<file path="src/rtl/hex3_digit_source_if.sv">
// Control and status bundle for one seven-segment digit source.
// The controller drives mode and load inputs and observes digit, carry and key state.
interface hex3_digit_source_if;
  logic       run;
  logic       up_dn;
  logic       load;
  logic [3:0] load_val;
  logic [3:0] digit;
  logic       carry;
  logic       key_held;

  modport master (
    output run,
    output up_dn,
    output load,
    output load_val,
    input  digit,
    input  carry,
    input  key_held
  );

  modport slave (
    input  run,
    input  up_dn,
    input  load,
    input  load_val,
    output digit,
    output carry,
    output key_held
  );
endinterface

</file>
<file path="src/rtl/hex3_digit_source.sv">
// Digit source for HEX3: advances on a prescaled tick or a debounced key press.
// Supports up/down counting, clamped parallel load, and a carry pulse on wrap.
module hex3_digit_source #(
  parameter int TICK_DIV        = 50000000,
  parameter int DEBOUNCE_CYCLES = 1000000,
  parameter int MAX_VAL         = 15
) (
  input  logic clk,
  input  logic rst_n,
  input  logic key_n,
  hex3_digit_source_if.slave bus
);

  localparam int PW = $clog2(TICK_DIV);
  localparam int CW = $clog2(DEBOUNCE_CYCLES);

  localparam logic [PW-1:0] PRE_TOP = PW'(TICK_DIV - 1);
  localparam logic [CW-1:0] CNT_TOP = CW'(DEBOUNCE_CYCLES - 2);
  localparam logic [3:0]    MAXV    = 4'(MAX_VAL);

  typedef enum logic [1:0] {
    IDLE,
    PRESS_CHK,
    HELD,
    REL_CHK
  } db_state_t;

  logic [1:0]    sync;
  logic          k;
  db_state_t     state;
  db_state_t     state_nx;
  logic [CW-1:0] cnt;
  logic [CW-1:0] cnt_nx;
  logic          step;
  logic [PW-1:0] presc;
  logic          tick;
  logic          adv;
  logic [3:0]    digit;
  logic [3:0]    digit_nx;
  logic          carry;
  logic          carry_nx;
  logic [3:0]    clamp_val;

  always_ff @(posedge clk or negedge rst_n) begin
    if (!rst_n) begin
      sync <= 2'b11;
    end else begin
      sync <= {sync[0], key_n};
    end
  end

  assign k = ~sync[1];

  always_ff @(posedge clk or negedge rst_n) begin
    if (!rst_n) begin
      state <= IDLE;
      cnt   <= '0;
    end else begin
      state <= state_nx;
      cnt   <= cnt_nx;
    end
  end

  // Acceptance fires on the DEBOUNCE_CYCLES-th consecutive stable cycle.
  always_comb begin
    state_nx = state;
    cnt_nx   = cnt;
    step     = 1'b0;
    unique case (state)
      IDLE: begin
        if (k) begin
          state_nx = PRESS_CHK;
          cnt_nx   = '0;
        end
      end
      PRESS_CHK: begin
        if (!k) begin
          state_nx = IDLE;
        end else if (cnt == CNT_TOP) begin
          state_nx = HELD;
          step     = 1'b1;
        end else begin
          cnt_nx = cnt + CW'(1);
        end
      end
      HELD: begin
        if (!k) begin
          state_nx = REL_CHK;
          cnt_nx   = '0;
        end
      end
      REL_CHK: begin
        if (k) begin
          state_nx = HELD;
        end else if (cnt == CNT_TOP) begin
          state_nx = IDLE;
        end else begin
          cnt_nx = cnt + CW'(1);
        end
      end
      default: state_nx = IDLE;
    endcase
  end

  assign bus.key_held = (state == HELD) || (state == REL_CHK);

  always_ff @(posedge clk or negedge rst_n) begin
    if (!rst_n) begin
      presc <= '0;
    end else if (!bus.run || bus.load) begin
      presc <= '0;
    end else if (presc == PRE_TOP) begin
      presc <= '0;
    end else begin
      presc <= presc + PW'(1);
    end
  end

  assign tick = (presc == PRE_TOP);
  assign adv  = bus.run ? tick : step;

  assign clamp_val = (bus.load_val > MAXV) ? MAXV : bus.load_val;

  always_comb begin
    digit_nx = digit;
    carry_nx = 1'b0;
    if (bus.load) begin
      digit_nx = clamp_val;
    end else if (adv && bus.up_dn) begin
      unique case (1'b1)
        (digit == MAXV): begin
          digit_nx = 4'd0;
          carry_nx = 1'b1;
        end
        (digit > MAXV): digit_nx = 4'd0;
        default:        digit_nx = digit + 4'd1;
      endcase
    end else if (adv) begin
      unique case (1'b1)
        (digit == 4'd0): begin
          digit_nx = MAXV;
          carry_nx = 1'b1;
        end
        (digit > MAXV): digit_nx = 4'd0;
        default:        digit_nx = digit - 4'd1;
      endcase
    end
  end

  always_ff @(posedge clk or negedge rst_n) begin
    if (!rst_n) begin
      digit <= 4'd0;
      carry <= 1'b0;
    end else begin
      digit <= digit_nx;
      carry <= carry_nx;
    end
  end

  assign bus.digit = digit;
  assign bus.carry = carry;

endmodule

</file>
<file path="src/flat_wrapper.sv">
// flat-port wrapper written by rule: the top's interface ports become plain ports
module hex3_digit_source_flat 
#(
  parameter int TICK_DIV        = 50000000,
  parameter int DEBOUNCE_CYCLES = 1000000,
  parameter int MAX_VAL         = 15
)
  (clk, rst_n, key_n, bus_run, bus_up_dn, bus_load, bus_load_val, bus_digit, bus_carry, bus_key_held);
  hex3_digit_source_if bus_i ();
  input  logic clk;
  input  logic rst_n;
  input  logic key_n;
  input wire logic [$bits(bus_i.run)-1:0] bus_run;
  input wire logic [$bits(bus_i.up_dn)-1:0] bus_up_dn;
  input wire logic [$bits(bus_i.load)-1:0] bus_load;
  input wire logic [$bits(bus_i.load_val)-1:0] bus_load_val;
  output wire logic [$bits(bus_i.digit)-1:0] bus_digit;
  output wire logic [$bits(bus_i.carry)-1:0] bus_carry;
  output wire logic [$bits(bus_i.key_held)-1:0] bus_key_held;
  assign bus_i.run = bus_run;
  assign bus_i.up_dn = bus_up_dn;
  assign bus_i.load = bus_load;
  assign bus_i.load_val = bus_load_val;
  assign bus_digit = bus_i.digit;
  assign bus_carry = bus_i.carry;
  assign bus_key_held = bus_i.key_held;
  hex3_digit_source #(.TICK_DIV(TICK_DIV), .DEBOUNCE_CYCLES(DEBOUNCE_CYCLES), .MAX_VAL(MAX_VAL)) u_core (.clk(clk), .rst_n(rst_n), .key_n(key_n), .bus(bus_i));
endmodule
</file>
<file path="config.mk">
export PLATFORM = sky130hd
export DESIGN_NAME = hex3_digit_source_flat
export DESIGN_NICKNAME = d
export VERILOG_FILES = /design/src/rtl/hex3_digit_source_if.sv /design/src/rtl/hex3_digit_source.sv /design/src/flat_wrapper.sv
export SDC_FILE = /design/constraint.sdc
export NUM_CORES = 1
export LEC_CHECK = 0
export CAP_MARGIN = 5
export CELL_PAD_IN_SITES_DETAIL_PLACEMENT = 1
export CELL_PAD_IN_SITES_GLOBAL_PLACEMENT = 1
export CORE_MARGIN = 2
export CORE_UTILIZATION = 40
export CTS_CLUSTER_DIAMETER = 80
export DETAILED_ROUTE_END_ITERATION = 10
export GPL_TIMING_DRIVEN = 0
export PLACE_DENSITY_LB_ADDON = 0.1
export SYNTH_ARGS = -nofsm -noshare
export SYNTH_HDL_FRONTEND = slang
export SYNTH_SLANG_ARGS = --single-unit
</file>
<file path="constraint.sdc">
create_clock -name clk -period 5.5 [get_ports clk]
set_clock_uncertainty 0.15 [all_clocks]
set_input_delay 1.65 -clock clk [delete_from_list [all_inputs] [get_ports clk]]
set_output_delay 1.65 -clock clk [all_outputs]
set_load 0.02 [all_outputs]
</file>
==> flow_summary.ini, run 1 <==
[worst_setup_path]
cp_top_family = simple AND/OR/NAND/NOR gates
crit_buf_inv = 1
critPathMaxStageDelay_ns = 0.74
reg2regPathDepth = 6
reg2reg_slack_ns = 2.40
worstPathCellList = clkdlybuf4s50_1 -> or4_2 -> o32ai_4 -> mux2i_1 -> mux2_4
crit_required_ns = 5.55
cp.arrival_ns = 3.71
cp_slowest_cell = or4_2
setup.worst_path.end_class = flip-flop
crit_path_start_kind = primary input
crit_fanout = 6
critPathKind = primary input to flip-flop
cp_num_cells = 5

[global_routing]
grt_pass1_vias = 2640
antenna_found_initial = 0
grt_overflow = 0
grt_max_degree = 40
grt_pass1_wl_um = 12860
grt_use_total_pct = 19.19

[synthesis]
ys_ff_latch = 55
ys_warn_count = 0
seq_area_frac_synth_pct = 45.94
synth.distinct_cells = 47
synth-edff-count = 0
syn_avg_cell_area_um2 = 9.322
ys_async_sr_fraction_pct = 100.0
syn-cell-area_um2 = 3002
yosys.area.top_type = dfrtp_1
synth_top_area_share_pct = 44.19
yosys-top-cells-area = dfrtp_1 44%, xnor2_1 7.3%, nor2_1 5.3%, nand2_1 3.1%, nand4_1 2.9%
yosysMostFrequentCell = dfrtp_1
synth_nets = 337
synthCells = 322
ys_top_cells_by_count = 53 x dfrtp_1, 42 x nor2_1, 25 x nand2_1, 25 x xnor2_1, 17 x nor3_1
synthFlopType = dfrtp_1

[clock_network]
clk_pin_slew_ns = 0.10
clock_latency_ns = 0.31
cts_buffers = 5
cts-hold-fix-buffers = 0
cts.path.max_buffers = 2
cts_sinks = 55
cts-resized-gates = 0
ctsRootBufferMaster = clkbuf_8
cts_tree = built
htreeDepth = 2
postCtsSetupBuffers = 0

[route]
drc = 0
wl_per_cell_um = 16.32
ant_nets = 0
drt-initial-drc-count = 70
routed_wl_um = 7261
vias = 2441
drt-vias-per-instance = 5.485
drt-pass1-iter-count = 4

[min_path]
hp-class = flip-flop to flip-flop
whs_path_depth = 0

[sta]
holdWs_ns = 0.2128
hold_viol_final = 0
fin_crit_ns = 3.662
worst_pin_slew_ns = 0.9173
slew_headroom_pct = 37.88
post-route-period-util_pct = 66.58
slew_viol_final = 0
fin_tns_setup_ns = 0
fmax_mhz = 273.1
layout_setup_ws_ns = 1.838
setup_violations = 0
rsz0062_at_grt = false

[floorplanning]
die-area_um2 = 8213
std_cell_rows = 31
die_w_um = 90.63
fp.coreArea_um2 = 7253
start_util_pct = 41.38
die_h_um = 90.63
num_io_pins = 16

[placed_design]
port_buffers = 15
preCtsSetupSlack_ns = 1.483
place_congestion = 0.7847
hpwl_um = 5208
dp.cells = 437

[pwr]
sequentialPowerShare_pct = 52.4
p_leak_nw = 1.323
peakVddDrop_mv = 0.1075
p_switching_w = 0.0001940
p_int_w = 0.0006285
power_frac_comb_pct = 9.0
powerDensity_nw_per_um2 = 240.3
clock_power_share_pct = 38.6
swShare_pct = 23.59

[finish]
final_cells = 445
diodes = 0
areaGrowthSynthToFinish_pct = 14.05
nNetsFinal = 360
fillCellCount = 833
drive_above_1_share_pct = 6.069

[status]
status = completed

[job]
drv_cap = 0
==> final timing paths <==
check                                           from                               to
max                                          bus_run  u_core.bus.digit[1]$_DFFE_PN0P_
min                         u_core.sync[0]$_DFF_PN1_         u_core.sync[1]$_DFF_PN1_
max reg2reg                u_core.presc[0]$_DFF_PN0_       u_core.presc[11]$_DFF_PN0_
min reg2reg                 u_core.sync[0]$_DFF_PN1_         u_core.sync[1]$_DFF_PN1_
max in group asynchronous                      rst_n         u_core.sync[0]$_DFF_PN1_
min in group asynchronous                      rst_n        u_core.cnt[3]$_DFFE_PN0P_
==> per-stage QoR <==
step,total power (W),utilization [%],area [um2]
6_report,0.0008225,47.20,3423
5_1_grt,0.0008566,47.20,3423
4_1_cts,0.0008354,47.20,3423
3_5_place_dp,0.0005143,45.37,3291
3_3_place_gp,0.0005087,45.16,3276
2_1_floorplan,0.0004748,-,3002
==> layout by cell type (no fill, tap or decap), types with 3 or more instances in the layout <==
cell / count
mux2i_1: 7
nand3_1: 15
clkdlybuf4s50_1: 14
or3_1: 6
clkbuf_1: 11
nand2_1: 25
ha_1: 5
xor2_1: 10
nand4_1: 14
dfrtp_1: 53
nor4b_1: 3
o21ai_0: 14
and3_1: 7
nor4_1: 5
inv_1: 15
nor2_1: 42
a22o_1: 3
nor3_1: 17
xnor2_1: 25
clkbuf_8: 5
a21oi_1: 8
and4_1: 4
==> state kept, by name (all words and copies together), names as in the netlist, named ones only <==
register / cells
u_core.bus.digit: 4
u_core.presc: 26
u_core.bus.carry: 1
u_core.cnt: 20
u_core.sync: 2
u_core.state: 1
==> cells by family after synthesis <==
family | synth area share [%]
AO/OA/AOI/OAI | 8.838
buffers and inverters | 3.251
AND/OR/NAND/NOR | 26.84
XOR/XNOR | 10.21
multiplexers | 2.834
adder cells (fa/ha/maj) | 2.084
flip-flops | 45.94
==> power by group through the flow <==
stage | Clock [W] | Sequential [W] | Combinational, W
after floorplan | 0 | 0.000437 | 0.0000374
after global placement | 0 | 0.000438 | 0.0000711
after detailed placement | 0 | 0.000439 | 0.0000755
after CTS | 0.000329 | 0.000431 | 0.0000761
after global routing | 0.000339 | 0.000433 | 0.0000837
final | 0.000318 | 0.000431 | 0.0000739
==> area by class of cell <==
class	count	area, um2	area share (%)
Clock buffer	6	72.57	2.120
Clock inverter	2	60.06	1.754
Timing Repair Buffer	16	165.2	4.825
Inverter	15	56.30	1.645
Tap cell	99	123.9	3.618
Buffer	11	41.29	1.206
Sequential cell	55	1379	40.28
Multi-Input combinational cell	241	1525	44.55
==> layer usage <==
| layer | up-vias | wire (um) | global-route usage [%] |
|---|---|---|---|
| met1 | 1230 | 3371 | 24.43 |
| met4 | 0 | 107 | 6.538 |
| met2 | 23 | 3653 | 33.83 |
| met3 | 9 | 129 | 2.087 |
| met5 | - | 0 | 0 |
| li1 | 1179 | - | - |
Note: power is estimated with default switching activity, not from simulation.
==> inputs of run 2 (changes only) <==
==> constraint.sdc (replaced) <==
create_clock -name clk -period 3.1 [get_ports clk]
set_clock_uncertainty 0.15 [all_clocks]
set_input_delay 0.93 -clock clk [delete_from_list [all_inputs] [get_ports clk]]
set_output_delay 0.93 -clock clk [all_outputs]
set_load 0.02 [all_outputs]
==> flow_summary.ini, run 2 (synthesized netlist as in run 1, its figures left out) <==
[status]
status = completed

[finish]
largest_reg_flops = 26
areaGrowthSynthToFinish_pct = 14.30
mostFrequentLayoutCells = 53 x dfrtp_1, 42 x nor2_1, 25 x xnor2_1, 25 x nand2_1, 17 x nor3_1
drive_above_1_share_pct = 6.358
nNetsFinal = 360
regMostFlops = u_core.presc
layout_commonest_cell = dfrtp_1
top_regs = u_core.presc x26, u_core.cnt x20, u_core.bus.digit x4
diodes = 0
fillCellCount = 834

[clock_network]
cts.path.max_buffers = 2
cts_tree = built
ctsRootBufferMaster = clkbuf_8
cts_buffers = 5
clock_latency_ns = 0.31
cts_sinks = 55
htreeDepth = 2
clk_pin_slew_ns = 0.10
postCtsSetupBuffers = 0

[placed_design]
place_congestion = 0.7847
hpwl_um = 5208
port_buffers = 15
preCtsSetupSlack_ns = -0.1969

[sta]
rsz0062_at_grt = false
layout_setup_ws_ns = 0.1406
holdWs_ns = 0.2128
fin_tns_setup_ns = 0
fin_crit_ns = 2.959
slew_viol_final = 0
post-route-period-util_pct = 95.46
slew_headroom_pct = 40.31
hold_viol_final = 0
fmax_mhz = 337.9
setup_violations = 0
worst_pin_slew_ns = 0.8872

[floorplanning]
std_cell_rows = 31
die_h_um = 90.63
die_w_um = 90.63
num_io_pins = 16
start_util_pct = 41.38
fp.coreArea_um2 = 7253
die-area_um2 = 8213

[worst_setup_path]
cp_slowest_cell = or4_2
critPathMaxStageDelay_ns = 0.74
setup.worst_path.end_class = flip-flop
worstPathCellList = clkdlybuf4s50_1 -> or4_2 -> o32ai_4 -> mux2i_1 -> mux2_4
crit_required_ns = 3.15
cp.arrival_ns = 3.01
crit_path_start_kind = primary input
crit_fanout = 6
critPathKind = primary input to flip-flop

[job]
drv_cap = 0

[global_routing]
antenna_found_initial = 0
grt_pass1_wl_um = 12810
grt_overflow = 0
grt_use_total_pct = 19.13
grt_pass1_vias = 2645
grt_max_degree = 40

[pwr]
peakVddDrop_mv = 0.1898
p_leak_nw = 1.324
powerDensity_nw_per_um2 = 425.0

[route]
drt-initial-drc-count = 63
routed_wl_um = 7253
vias = 2444
drt-pass1-iter-count = 4
drt-vias-per-instance = 5.492
wl_per_cell_um = 16.30
drc = 0
ant_nets = 0

[min_path]
hp-class = flip-flop to flip-flop
-- run 2: metrics by stage --
stage	total power [W]	instances	util, %	cell area, um2
finish	0.001458	445	47.30	3431
global route	0.001520	445	47.30	3431
CTS	0.001483	445	47.30	3431
detailed placement	0.0009124	437	45.37	3291
global placement	0.0009025	436	45.16	3276
floorplan	0.0008424	322	-	3002
-- run 2: routing by layer --
metal	vias to the layer above	GRT usage, %	wire, um	share of wire (%)
li1	1182	-	-	-
met1	1231	24.27	3373	47
met2	22	33.83	3673	51
met3	9	2.087	102	1.4
met4	0	6.538	104	1.4
met5	-	0	0	0
-- run 2: critical path, delay by kind of cell --
kind                   cells  cell delay (ns)
and+or+nand+nor            1             0.74
buffers and inverters      1             0.50
AOI/OAI and AO/OA          1             0.43
muxes                      2             0.41
-- run 2: repair_timing --
item / 4_1_cts / 5_1_grt
setup endpoints to repair: 10 / 0
hold buffers: 0 / 0
gates resized for setup: 1 / 0
endpoints found under the hold margin: 0 / 0
-- run 2: power breakdown --
| group | internal (W) | switching, W |
|---|---|---|
| clock network | 0.000323 | 0.000239 |
| logic | 0.0000556 | 0.0000758 |
| registers | 0.000737 | 0.0000279 |
| total | 0.00112 | 0.000343 |
-- run 2: cell type report --
type,count,area [um2],share of cell area (%)
clock inverters,2,60.06,1.751
clock buffers,6,72.57,2.115
inverters,15,56.30,1.641
flip-flops and latches,55,1379,40.19
multi-input cells,241,1533,44.68
plain buffers,11,41.29,1.204
well taps,99,123.9,3.611
repair buffers,16,165.2,4.814
-- run 2: final timing paths --
check	from	to	cells past startpoint	slack, ns
min	u_core.sync[0]$_DFF_PN1_	u_core.sync[1]$_DFF_PN1_	0	0.21
max reg2reg	u_core.presc[0]$_DFF_PN0_	u_core.presc[11]$_DFF_PN0_	6	0.24
max	bus_run	u_core.bus.digit[1]$_DFFE_PN0P_	5	0.14
max in group asynchronous	rst_n	u_core.sync[0]$_DFF_PN1_	2	1.82
min in group asynchronous	rst_n	u_core.cnt[3]$_DFFE_PN0P_	1	0.39
min reg2reg	u_core.sync[0]$_DFF_PN1_	u_core.sync[1]$_DFF_PN1_	0	0.21
